==> config.mk <==
export PLATFORM = sky130hd
export DESIGN_NAME = io_bridge
export DESIGN_NICKNAME = d
export VERILOG_FILES = /design/src/rtl/io_bridge_pkg.sv /design/src/rtl/io_watchdog.sv /design/src/rtl/io_bridge.sv
export SDC_FILE = /design/constraint.sdc
export NUM_CORES = 1
export LEC_CHECK = 0
export CORE_AREA = 5 5 119 121
export DETAILED_ROUTE_END_ITERATION = 10
export DIE_AREA = 0 0 124 126
export GPL_ROUTABILITY_DRIVEN = 0
export PLACE_DENSITY = 0.76
export REMOVE_ABC_BUFFERS = 1
export SLEW_MARGIN = 20
export SYNTH_ARGS = -nofsm -noshare
export SYNTH_HDL_FRONTEND = slang
export SYNTH_HIERARCHICAL = 1
export SYNTH_SLANG_ARGS = --single-unit
==> constraint.sdc <==
create_clock -name clk -period 2.1 [get_ports clk]
set_clock_uncertainty 0.2 [all_clocks]
set_input_delay 0.21 -clock clk [delete_from_list [all_inputs] [get_ports clk]]
set_output_delay 0.21 -clock clk [all_outputs]
set_load 0.005 [all_outputs]
==> src/rtl/io_bridge_pkg.sv <==
// io_bridge_pkg: shared state encoding and constants for the IO bus bridge
package io_bridge_pkg;
  typedef enum logic [1:0] {
    ST_IDLE  = 2'd0,
    ST_READ  = 2'd1,
    ST_WRITE = 2'd2
  } state_t;
  localparam logic [31:0] ERR_RDATA_DEF = 32'hFFFF_FFFF;
  localparam int WD_W = 16;
endpackage

==> src/rtl/io_watchdog.sv <==
// io_watchdog: saturating transaction watchdog with clear/enable
module io_watchdog import io_bridge_pkg::*; #(
  parameter int TIMEOUT_CYCLES = 255
) (
  input  logic clk,
  input  logic RESET,
  input  logic clr,
  input  logic en,
  output logic expired
);
  localparam logic [WD_W-1:0] LIMIT = WD_W'(TIMEOUT_CYCLES - 1);
  logic [WD_W-1:0] cnt;
  always_ff @(posedge clk or negedge RESET)
    if (!RESET) cnt <= '0;
    else if (clr) cnt <= '0;
    else if (en && cnt != '1) cnt <= cnt + WD_W'(1);
  // cnt lags the active-cycle count by one, so this fires on the edge that completes TIMEOUT_CYCLES
  assign expired = cnt >= LIMIT;
endmodule

==> src/rtl/io_bridge.sv <==
// io_bridge: sequences one CPU IO read/write at a time onto the io_* handshake, with watchdog abort
module io_bridge import io_bridge_pkg::*; #(
  parameter int          TIMEOUT_CYCLES = 255,
  parameter logic [31:0] ERR_RDATA      = ERR_RDATA_DEF
) (
  input  logic        clk,
  input  logic        RESET,
  input  logic [31:0] cpu_addr,
  input  logic [31:0] cpu_wdata,
  input  logic [3:0]  cpu_wmask,
  input  logic        cpu_rstrb,
  input  logic        cpu_wstrb,
  output logic [31:0] cpu_rdata,
  output logic        cpu_rbusy,
  output logic        cpu_wbusy,
  output logic        io_valid,
  output logic [31:0] io_addr,
  output logic [31:0] io_wdata,
  output logic [3:0]  io_wstrb,
  input  logic [31:0] io_rdata,
  input  logic        io_ready,
  output logic        timeout_flag,
  input  logic        timeout_clr
);
  state_t state, state_d;
  logic idle, wr_start, rd_start, expired, done, tmo;
  assign idle = state == ST_IDLE;
  // an empty-mask write degrades to a read; write beats read when both strobe
  always_comb begin
    wr_start = idle & cpu_wstrb & (|cpu_wmask);
    rd_start = idle & ~wr_start & (cpu_rstrb | cpu_wstrb);
    done     = ~idle & (io_ready | expired);
    tmo      = ~idle & ~io_ready & expired;
    state_d  = wr_start ? ST_WRITE : rd_start ? ST_READ : done ? ST_IDLE : state;
  end
  always_ff @(posedge clk or negedge RESET)
    if (!RESET) state <= ST_IDLE;
    else state <= state_d;
  always_ff @(posedge clk or negedge RESET)
    if (!RESET) begin
      io_addr      <= '0;
      io_wdata     <= '0;
      io_wstrb     <= '0;
      cpu_rdata    <= '0;
      timeout_flag <= 1'b0;
    end else begin
      if (wr_start | rd_start) begin
        io_addr  <= cpu_addr;
        io_wdata <= cpu_wdata;
        io_wstrb <= wr_start ? cpu_wmask : 4'd0;
      end
      if (state == ST_READ && done) cpu_rdata <= io_ready ? io_rdata : ERR_RDATA;
      if (tmo) timeout_flag <= 1'b1;
      else if (timeout_clr) timeout_flag <= 1'b0;
    end
  assign io_valid  = ~idle;
  assign cpu_rbusy = (state == ST_READ) | rd_start;
  assign cpu_wbusy = (state == ST_WRITE) | wr_start;
  io_watchdog #(.TIMEOUT_CYCLES(TIMEOUT_CYCLES)) u_wd (
    .clk(clk),
    .RESET(RESET),
    .clr(idle),
    .en(~idle),
    .expired(expired)
  );
endmodule

## Yosys cells after proc, flatten, opt, wreduce, memory -nomap -nowiden

Cells that the tools add are included.

| operators by class | value |
|---|---|
| equality and inequality tests | 3 |
| mux-type cells | 9 |
| shift operators | 0 |
| $add $sub $neg | 1 |
| $lt $le $gt $ge | 1 |
| multipliers | 0 |
| div/mod/pow operators | 0 |
| reduce and logical (&&, ||, !) cells | 7 |
| bitwise gates (word level) | 15 |

Operators with widths:

| cell | count |
|---|---|
| $mux W16 | 2 |
| $mux W32 | 1 |
| $add A16 B1 Y16 const B | 1 |
| $ge A16 B8 Y1 const B | 1 |
| $ne A16 B16 Y1 const B | 1 |
| $and A1 B1 Y1 | 7 |
| $mux W2 | 3 |
| $or A1 B1 Y1 | 5 |
| $mux W4 | 1 |
| $reduce_bool A2 Y1 | 2 |
| $reduce_or A4 Y1 | 1 |
| $not A1 Y1 | 3 |
| $reduce_bool A3 Y1 | 1 |
| $eq A2 B1 Y1 const B | 1 |
| $eq A2 B2 Y1 const B | 1 |
| $logic_and A1 B1 Y1 | 2 |
| $logic_not A2 Y1 | 1 |
| $mux W1 | 2 |

| storage, ports and cells | value |
|---|---|
| output and inout port bits | 104 |
| input bits | 106 |
| bits in latches | 0 |
| memories | 0 |
| RAM bits | 0 |
| register bits after elaboration | 119 |
| word-level logic and storage cells | 43 |
| ROM bits | 0 |

## Longest topological paths before layout

Gate-level depths: netlist of run 1.

| logic depth | value |
|---|---|
| depth in word-level cells | 8 |
| mapped depth | 8 |
| depth with buffers taken out | 7 |

## By module

Netlist of run 1, hierarchy kept.

Modules (own cells, without submodules):

| module | seq. area each (sq um) | cells an instance | area an instance (sq um) | times used |
|---|---|---|---|---|
| io_bridge | 2,577.5 | 237 | 3,860.0 | 1 |
| io_watchdog | 400.4 | 100 | 984.7 | 1 |

## Worst setup path after synthesis of run 1

OpenSTA, ideal clock, no wires.

| timing path | value |
|---|---|
| path kind | register to register |
| start | reg state[1] |
| end | reg u_wd.cnt[11] |
| required time | 1.772 ns |
| slack | 0.089 ns |
| library setup time | 0.128 ns |
| clock period less this slack | 2.011 ns |
| arrival | 1.684 ns |
| buffers on the path | 0 |
| stages on the path, launching flop included | 7 |
| cells stage by stage | dfrtp_1 -> nor2_4 -> inv_2 -> nand3_2 -> or3_1 -> nor3_1 -> mux2_1 |

| on the way | value |
|---|---|
| longest elaborated chain between the ends | 4 |
| elaborated cells between the ends (all ways) | 5 |
| classes of those cells | mux (1); bitwise (1); reduce/logical (3) |

RTL lines:

| element | RTL line | source |
|---|---|---|
| start: declaration | io_bridge.sv:25 | `state_t state, state_d;` |
| start signal: assignment | io_bridge.sv:38 | `else state <= state_d;` |
| $logic_not A2 Y1 | io_bridge.sv:27 | `assign idle = state == ST_IDLE;` |
| net idle | io_bridge.sv:26 | `logic idle, wr_start, rd_start, expired, done, tmo;` |
| $not A1 Y1 | n/a |  |
| net io_valid | io_bridge.sv:16 | `output logic io_valid,` |
| $logic_and A1 B1 Y1 | io_watchdog.sv:16 | `else if (en && cnt != '1) cnt <= cnt + WD_W'(1);` |
| $reduce_bool A2 Y1 (no source line) | n/a |  |
| end signal: assignment | io_watchdog.sv:16 |  |
| end: declaration | io_watchdog.sv:12 | `logic [WD_W-1:0] cnt;` |

The timed path passes the listed nets, and every way through them passes these cells.
A chain may end at the register's enable or synchronous reset.

## Final worst setup path of run 1

| timing path | value |
|---|---|
| start | reg u_wd.cnt[0] |
| end | reg u_wd.cnt[7] |

| on the way | value |
|---|---|
| longest elaborated chain between the ends | 3 |
| elaborated cells between the ends (all ways) | 6 |
| classes of those cells | add/sub (1); eq/ne (1); mux (2); reduce/logical (2) |

RTL lines:

| element | RTL line |
|---|---|
| $add A16 B1 Y16 or $ne A16 B16 Y1 (tied branches) | io_watchdog.sv:16 |
| $mux W16 or $logic_and A1 B1 Y1 (tied branches) | io_watchdog.sv:16 |
| $mux W16 or $reduce_bool A2 Y1 (tied branches) | n/a |

Several ways; a longest one is shown, not always the timed one. The select of a mux whose other input is x is not followed.

==> results of run 1 <==
worst min path at each step:
stage / end / slack, ns / cells past startpoint
CTS: io_wdata[26]$_DFFE_PN0P_ / 0.11 / 2
finish: state[1]$_DFFE_PN0P_ / 0.07 / 4
floorplan: cpu_rdata[0]$_DFFE_PN0P_ / -0.29 / 0
global route: state[1]$_DFFE_PN0P_ / 0.09 / 4
global placement: io_addr[6]$_DFFE_PN0P_ / 0.01 / 1
detailed placement: io_wdata[26]$_DFFE_PN0P_ / 0.01 / 1
logic make-up (layout without fill, tap and decap cells):
logic type	after synthesis	count (layout)	share of synthesized area, %
AOI/OAI and AO/OA	66	66	10.9
xor gates and xnor gates	2	2	0.362
adders and majority gates	2	2	0.516
buffers and inverters	21	292	2.63
DFF	119	119	61.5
muxes	67	67	15.7
and+or+nand+nor	60	61	8.50
cell usage after synthesis (all sizes together):
cell type / number / share of area (%)
a211oi: 2 / 0.31
a21oi: 9 / 0.93
a22o: 5 / 0.90
a31oi: 2 / 0.26
a41o: 1 / 0.21
and2: 1 / 0.13
and4: 2 / 0.39
buf: 9 / 1.7
clkbuf: 5 / 0.39
dfrtp: 119 / 61
ha: 2 / 0.52
inv: 7 / 0.54
mux2: 67 / 16
nand2: 6 / 0.46
nand2b: 1 / 0.13
nand3: 5 / 0.72
nand3b: 2 / 0.31
nand4: 6 / 1.4
nor2: 17 / 1.8
nor2b: 3 / 0.39
nor3: 3 / 0.41
nor4: 6 / 1.1
o211ai: 1 / 0.16
o21ai: 7 / 0.72
o22a: 32 / 5.8
o311ai: 1 / 0.18
o31a: 1 / 0.21
o31ai: 3 / 0.46
o32ai: 1 / 0.18
o41ai: 1 / 0.57
or2: 1 / 0.18
or3: 3 / 0.39
or4: 4 / 0.70
xnor2: 1 / 0.18
xor2: 1 / 0.18
power by group through the flow:
stage | combinational (W) | clock [W] | sequential (W)
after global routing | 0.00391 | 0.00316 | 0.00372
after detailed placement | 0.00363 | 0 | 0.00364
after floorplan | 0.00104 | 0 | 0.00370
after global placement | 0.00355 | 0 | 0.00359
after CTS | 0.00366 | 0.00307 | 0.00361
final | 0.00363 | 0.00301 | 0.00360
area by class of cell:
class                   instances  area [sq um]  share of cell area (%)
clock buffers                  18           429                    5.26
clock inverters                14           189                    2.32
inverters                       7          26.3                   0.322
multi-input cells             198          1790                    22.0
flip-flops and latches        119          2980                    36.5
well taps                     176           220                    2.70
repair buffers                253          2520                    30.9
flip-flops by register name (all words and copies together), names as in the netlist:
name          cells
u_wd/cnt         16
io_wdata         32
state             2
io_addr          32
timeout_flag      1
io_wstrb          4
cpu_rdata        32
per-layer routing:
metal  GRT usage [%]  up-vias
met5               0        -
met4            5.67        0
li1                -     1773
met1            20.3     1848
met2            28.4      170
met3            7.89       21
worst max-delay path, stage by stage, from the launching register on:
cell,delay [ns]
dfrtp_1,0.38
buf_4,0.15
ha_2,0.21
nand3_4,0.10
nor4_4,0.07
buf_4,0.16
or4_4,0.52
a21oi_2,0.16
metrics by stage:
| stage | power, W | TNS (ns) | utilization [%] | hold slack (ns) | instance area (sq um) |
|---|---|---|---|---|---|
| floorplan | 0.00474 | -26.54 | - | -0.286 | 4740 |
| global placement | 0.00714 | -8.23 | 57.0 | 0.0119 | 7400 |
| detailed placement | 0.00727 | -11.28 | 57.0 | 0.0147 | 7400 |
| CTS | 0.0103 | 0 | 62.2 | 0.109 | 8070 |
| global route | 0.0108 | -0.0102 | 62.8 | 0.0874 | 8150 |
| finish | 0.0102 | 0 | 62.8 | 0.0709 | 8150 |
what timing repair did:
item,CTS,global route
buffers inserted,0,3
resized for setup,13,7
cloned,1,0
pin swaps,1,4
endpoints found under the setup margin,35,36
hold buffers,3,1
hold endpoints to repair,105,1
==> results.toml, run 1 <==
[yosys]
syn_inst = 337
synth_seq_cells = 119
avgSynthCellArea_sq_um = 14.4
yosysSeqAreaShare_pct = 61.5
netlist_area_sq_mm = 0.00484
yosys_warnings = 6
synth_cell_type_count = 48

[routing]
met1Wirelength_um = 5100
drt_iter0_drc = 147
drc = 0
dr.max_layer_used = "met4"
wl_per_cell_um = 17.1
routed-wl-met2_um = 6610
totalWireLength_um = 13400
dr.pass1.iters = 4
dr_total_vias = 3812
drtAntennaViolNets = 0
vias_per_cell = 4.86
wl_met3_um = 1500

[pwr]
p_int_w = 0.00748
p_sw_w = 0.00276
p_comb_share_pct = 35.5
power_per_cell_area_mw_per_mm2 = 1260
leakagePower_nw = 3.38
seq_power_share_pct = 35.2
p_clk_share_pct = 29.4
p_sw_share_pct = 26.9
worst_ir_drop_vdd_v = 0.000774

[placement]
place_inst = 745
detailed_place_hpwl_um = 9950
portBuffers = 209
place_ws_ns = -0.440

[status]
status = "completed"

[finish]
diodes = 0
final_cell_mix = "clkdlybuf4s50_1, dfrtp_1, mux2_1"
final_common_cell = "clkdlybuf4s50_1"
drive_above_1_share_pct = 16.4
nNetsFinal = 704
fillers = 1020
final_cells = 785
area_growth_pct = 68.3

[die]
dieArea_sq_mm = 0.0156
coreArea_sq_mm = 0.0130
fp.dieH_um = 126
die-width_um = 124
rows = 42
boundaryPins = 210
start_util_pct = 37.3

[sta]
slew_headroom_pct = 66.1
final-setup-viol-count = 0
finalMaxSlewViolations = 0
min_period_ns = 2.02
worstMarginPinSlew_ns = 0.504
timing.final.crit_share_pct = 96.1
setup_ws_ns = 0.0814
timing.final.hold_violations = 0
max_freq_ghz = 0.495

[setup_path]
timing.rr.end = "u_wd/cnt[7]$_DFFE_PN0P_"
worstPathArrival_ns = 2.15
worstRegToRegCells = 7
worstPathRequired_ns = 2.23
critPathKind = "flip-flop to flip-flop"
regToRegStartpoint = "u_wd/cnt[0]$_DFFE_PN0P_"
crit_fanout = 5
reg2reg_slack_ns = 0.08
cp-start-kind = "flip-flop"
cp-end-kind = "flip-flop"
critPathLaunch = "u_wd/cnt[0]$_DFFE_PN0P_"
crit_end = "u_wd/cnt[7]$_DFFE_PN0P_"

[run]
cap_violations = 0

[clock_tree]
clk_latency_ns = 0.42
cts_htree_levels = 4
clk_pin_slew_ns = 0.06
root_buffer = "clkbuf_16"
cts_buffers = 17
cts.sinks = 119
ctsLongestPathBuffers = 2
cts_tree = "built"

[global_routing]
grt_max_degree = 42
grt_first_pass_wirelength_um = 21200
antenna_found_initial = 0
grt_pass1_vias = 4085
grt_usage_pct = 17.4
grt-ovfl-total = 0

[min_path]
hp-class = "input port to flip-flop"
min_from = "cpu_wmask[0]"
Note: power is estimated with default switching activity, not from simulation.
==> run 2, diff against run 1 <==
==> constraint.sdc (replaced) <==
create_clock -name clk -period 2.1 [get_ports clk]
set_clock_uncertainty 0.2 [all_clocks]
set_input_delay 0.21 -clock clk [delete_from_list [all_inputs] [get_ports clk]]
set_output_delay 0.21 -clock clk [all_outputs]
set_load 0.1 [all_outputs]
==> run 2 against run 1 <==
Net effect: cell area shrank 3.5%; fmax is 1.7% lower; non-clock buffer count fell by 5; sequential cell count did not move; wire length shrank 1.0%; die area unchanged; count of clock-buffer cells in the layout grew 4; critical endpoint is now u_wd/cnt[5]$_DFFE_PN0P_; first-iteration DRC count is 31% higher; final cell count shrank 0.64%; worst setup slack worse by 0.035 ns.
==> results.toml, run 2 (synthesis results as in run 1) <==
[routing]
dr.max_layer_used = "met4"
met1Wirelength_um = 5020
totalWireLength_um = 13300
dr_total_vias = 3840
dr.pass1.iters = 4
wl_per_cell_um = 17.0
drt_iter0_drc = 193
drtAntennaViolNets = 0
wl_met3_um = 1390
drc = 0
routed-wl-met2_um = 6500
vias_per_cell = 4.92

[global_routing]
grt-ovfl-total = 0
antenna_found_initial = 0
grt_first_pass_wirelength_um = 20400
grt_max_degree = 120
grt_pass1_vias = 3977
grt_usage_pct = 16.9

[finish]
drive_above_1_share_pct = 32.8
nNetsFinal = 699
multi_input_area_sq_mm = 0.00180
largestRegisters = "cpu_rdata x32, io_addr x32, io_wdata x32"
ff_latch_area_sq_mm = 0.00298
final_cell_mix = "buf_4, dfrtp_1, clkdlybuf4s50_1"
utilization_pct = 60.6
area_growth_pct = 62.4
final_common_cell = "buf_4"
diodes = 0
fillers = 1006

[setup_path]
cp-end-kind = "flip-flop"
worstPathArrival_ns = 2.18
crit_fanout = 6
cp-start-kind = "flip-flop"
worstRegToRegCells = 7
worstPathRequired_ns = 2.23
critPathKind = "flip-flop to flip-flop"

[clock_tree]
ctsLongestPathBuffers = 2
cts_buffers = 17
clk_latency_ns = 0.41
cts.sinks = 119
root_buffer = "clkbuf_16"
cts_htree_levels = 4
cts_tree = "built"
clk_pin_slew_ns = 0.05

[sta]
final-setup-viol-count = 0
worstMarginPinSlew_ns = 0.635
timing.final.crit_share_pct = 97.8
max_freq_ghz = 0.487
min_period_ns = 2.05
timing.final.hold_violations = 0
finalMaxSlewViolations = 0
slew_headroom_pct = 57.6

[die]
boundaryPins = 210
die-width_um = 124
coreArea_sq_mm = 0.0130
rows = 42
start_util_pct = 37.3
fp.dieH_um = 126
dieArea_sq_mm = 0.0156

[placement]
portBuffers = 209
detailed_place_hpwl_um = 9410

[run]
cap_violations = 0

[min_path]
hp-class = "input port to flip-flop"
min_path_cells = 4

[status]
status = "completed"
-- run 2: changes by cell type in the layout (fill, tap and decap cells not counted), moves of 2 or more --
cell             delta
clkdlybuf4s50_1   -103
buf_4              +99
clkbuf_8            +5
clkinv_2            +3
inv_6               -3
a21oi_2             -2
inv_8               -2
-- run 2: per-layer routing --
metal / up-vias / global-route usage [%]
met2: 174 / 28.1
met5: - / 0
met3: 32 / 6.37
met1: 1853 / 18.8
met4: 0 / 8.05
li1: 1781 / -
-- run 2: metrics by stage --
step	instances	worst slack [ns]	setup TNS, ns	area, sq um	hold slack, ns
2_1_floorplan	323	-0.813	-43.34	4740	-0.286
5_1_grt	780	-0.0358	-0.0528	7870	0.0963
6_report	780	0.0460	0	7870	0.0614
4_1_cts	775	-0.0230	-0.0230	7780	0.0648
3_5_place_dp	739	-0.266	-8.43	7110	0.156
3_3_place_gp	739	-0.220	-5.65	7110	0.146
-- run 2: critical path: stages (launching register included) --
cell	delay [ns]
dfrtp_1	0.40
buf_4	0.16
ha_4	0.18
nand3_4	0.09
nor4_4	0.06
buf_4	0.16
or4_1	0.54
a21oi_2	0.17
-- run 2: final timing paths --
kind	startpoint	endpoint	slack (ns)
max in group asynchronous	RESET	state[1]$_DFFE_PN0P_	0.97
max	u_wd/cnt[1]$_DFFE_PN0P_	u_wd/cnt[5]$_DFFE_PN0P_	0.05
max reg2reg	u_wd/cnt[1]$_DFFE_PN0P_	u_wd/cnt[5]$_DFFE_PN0P_	0.05
min in group asynchronous	RESET	io_addr[6]$_DFFE_PN0P_	0.23
min	cpu_wmask[1]	state[1]$_DFFE_PN0P_	0.06
min reg2reg	io_wdata[15]$_DFFE_PN0P_	io_wdata[15]$_DFFE_PN0P_	0.28
-- run 2: layout make-up --
class	count	share of cell area, %
Sequential cell	119	37.9
Clock buffer	22	6.28
Clock inverter	10	1.48
Multi-Input combinational cell	198	22.9
Inverter	7	0.334
Timing Repair Buffer	248	28.4
Tap cell	176	2.80
-- run 2: what timing repair did --
item / CTS / global route
gates cloned: 1 / 0
pin swaps: 3 / 4
setup buffers: 0 / 4
hold endpoints to repair: 121 / 1
endpoints found under the setup margin: 38 / 38
resized for setup: 10 / 4
hold buffers: 3 / 1
Power of run 2 is not shown: default switching activity piles up to over one toggle a cycle in this logic, so the estimate is an artifact.
==> run 3, diff against run 2 <==
CORE_AREA = 5 5 118 120   (was 5 5 119 121)
DIE_AREA = 0 0 123 125   (was 0 0 124 126)
PLACE_DENSITY = 0.75   (was 0.76)
SYNTH_HIERARCHICAL = not set   (was 1)
==> run 3 against run 2 <==
Net effect: area after synthesis fell by 2.8%; critical path type is now input port to output port; first-iteration DRC count rose by 2.1%; register-to-register slack improved by 0.04 ns; cell area fell by 4.0%; largest cell class unchanged; global-route usage rose by 0.29 points; critical path depth fell by 2; fmax rose by 0.19%; die area fell by 1.6%; sequential cell count did not move.
==> results.toml, run 3 <==
[status]
status = "completed"

[finish]
area_growth_pct = 60.3
final_cell_mix = "nand2_1, buf_4, dfrtp_1"
final_cells = 883
diodes = 0
multi_input_area_sq_mm = 0.00166
ff_latch_area_sq_mm = 0.00298
largestRegisters = "cpu_rdata x32, io_addr x32, io_wdata x32"
nNetsFinal = 802
drive_above_1_share_pct = 24.6
fillers = 1077
final_common_cell = "nand2_1"

[yosys]
synth_top_area_share_pct = 63.2
netlist_area_sq_mm = 0.00471
postSynth.asyncResetShare_pct = 100
syn_inst = 469
yosys.area.top_type = "dfrtp_1"
synth_cell_type_count = 41
synth_area_leaders = "dfrtp_1, nand2_1, o22a_1"
synth_seq_cells = 119
synth_commonest_cells = "nand2_1, dfrtp_1, o22a_1"
yosysMostFrequentCell = "nand2_1"
yosys_warnings = 0
yosysSeqAreaShare_pct = 63.2
avgSynthCellArea_sq_um = 10.0
ys.flop_type = "dfrtp_1"
synth_edf_count = 0

[routing]
dr.pass1.iters = 4
drt_iter0_drc = 197
met1Wirelength_um = 5240
routed-wl-met2_um = 6420
totalWireLength_um = 13000
vias_per_cell = 4.78
dr.max_layer_used = "met4"
wl_met3_um = 1230
drc = 0
drtAntennaViolNets = 0
wl_per_cell_um = 14.8
dr_total_vias = 4219

[sta]
finalMaxSlewViolations = 0
timing.final.crit_share_pct = 97.6
slew_headroom_pct = 54.3
max_freq_ghz = 0.488
final-setup-viol-count = 0
setup_ws_ns = 0.0500
timing.final.hold_violations = 0
rsz0062_at_grt = "false"
worstMarginPinSlew_ns = 0.685
min_period_ns = 2.05

[clock_tree]
cts_tree = "built"
root_buffer = "clkbuf_16"
cts_buffers = 17
cts_htree_levels = 4
cts.sinks = 119
ctsLongestPathBuffers = 2
clk_pin_slew_ns = 0.06
clk_latency_ns = 0.40

[die]
coreArea_sq_mm = 0.0129
fp.dieH_um = 125
dieArea_sq_mm = 0.0154
boundaryPins = 210
die-width_um = 123
start_util_pct = 36.6
rows = 42

[setup_path]
cp-start-kind = "input port"
cp-end-kind = "output port"
critPathKind = "input port to output port"
crit_fanout = 4
worstPathArrival_ns = 1.64
worstPathRequired_ns = 1.69

[placement]
detailed_place_hpwl_um = 9050
place_inst = 847
place_ws_ns = 0.0416
portBuffers = 209

[global_routing]
grt-ovfl-total = 0
grt_pass1_vias = 4321
grt_first_pass_wirelength_um = 21300
grt_max_degree = 120
antenna_found_initial = 0
grt_usage_pct = 17.1

[min_path]
hp-class = "input port to flip-flop"

[run]
cap_violations = 0
-- run 3: cell count changes after synthesis, moves of 3 or more --
cell      delta
nand4_1      -3
buf_6        -6
a32o_1       +4
a22o_1       -4
mux2_2       -4
mux2_1      -62
clkbuf_1    +13
nand3_1      +3
nand2_1    +192
buf_4        +4
-- run 3: cell type report --
class,instances,share of cell area (%)
Clock buffer,22,6.41
Sequential cell,119,39.5
Multi-Input combinational cell,319,22.0
Tap cell,176,2.92
Inverter,6,0.298
Clock inverter,10,1.28
Timing Repair Buffer,231,27.7
-- run 3: path summary, 6_finish.rpt --
path	start	endpoint	slack [ns]	cells past startpoint
min in group asynchronous	RESET	cpu_rdata[4]$_DFFE_PN0P_	0.18	3
setup / recovery	cpu_wmask[0]	cpu_rbusy	0.05	5
hold / removal	cpu_wdata[2]	io_wdata[2]$_DFFE_PN0P_	0.12	3
max in group asynchronous	RESET	u_wd.cnt[1]$_DFFE_PN0P_	0.91	3
hold reg to reg	io_addr[10]$_DFFE_PN0P_	io_addr[10]$_DFFE_PN0P_	0.27	2
setup reg to reg	u_wd.cnt[0]$_DFFE_PN0P_	u_wd.cnt[1]$_DFFE_PN0P_	0.09	5
-- run 3: worst max-delay path, cell delays in order --
cell and delay, ns:
clkdlybuf4s50_1 0.42, o41a_1 0.51, o21bai_1 0.19, buf_4 0.15, buf_12 0.16
-- run 3: cell families (layout without fill, tap and decap cells) --
family                   after synthesis  count (layout)  synth area share [%]
flip-flops                           119             119                  63.2
adder cells (fa/ha/maj)                2               2                 0.531
AND/OR/NAND/NOR                      245             245                  21.4
AO/OA/AOI/OAI                         72              72                  12.0
buffers and inverters                 31             269                  2.87
-- run 3: stage by stage --
stage | hold WS [ns] | util (%) | TNS, ns | instance area, sq um
floorplan | -0.286 | - | -164.16 | 4600
global placement | 0.152 | 53.5 | 0 | 6890
detailed placement | 0.160 | 53.5 | 0 | 6890
CTS | 0.110 | 58.1 | 0 | 7480
global route | 0.120 | 58.6 | 0 | 7550
finish | 0.125 | 58.6 | 0 | 7550
-- run 3: repair_timing --
action                                 CTS  global route
pin swaps                                0             2
setup endpoints to repair                1            38
endpoints found under the hold margin  119             0
setup buffers                            0             3
gates resized for setup                  1            12
hold buffers                             1             0
-- run 3: layer usage --
layer | GRT usage, % | up-vias
met1 | 21.2 | 2013
met5 | 0 | -
met3 | 6.32 | 12
met2 | 27.5 | 161
li1 | - | 2033
met4 | 5.99 | 0
Power of run 3 is left out for the same reason.
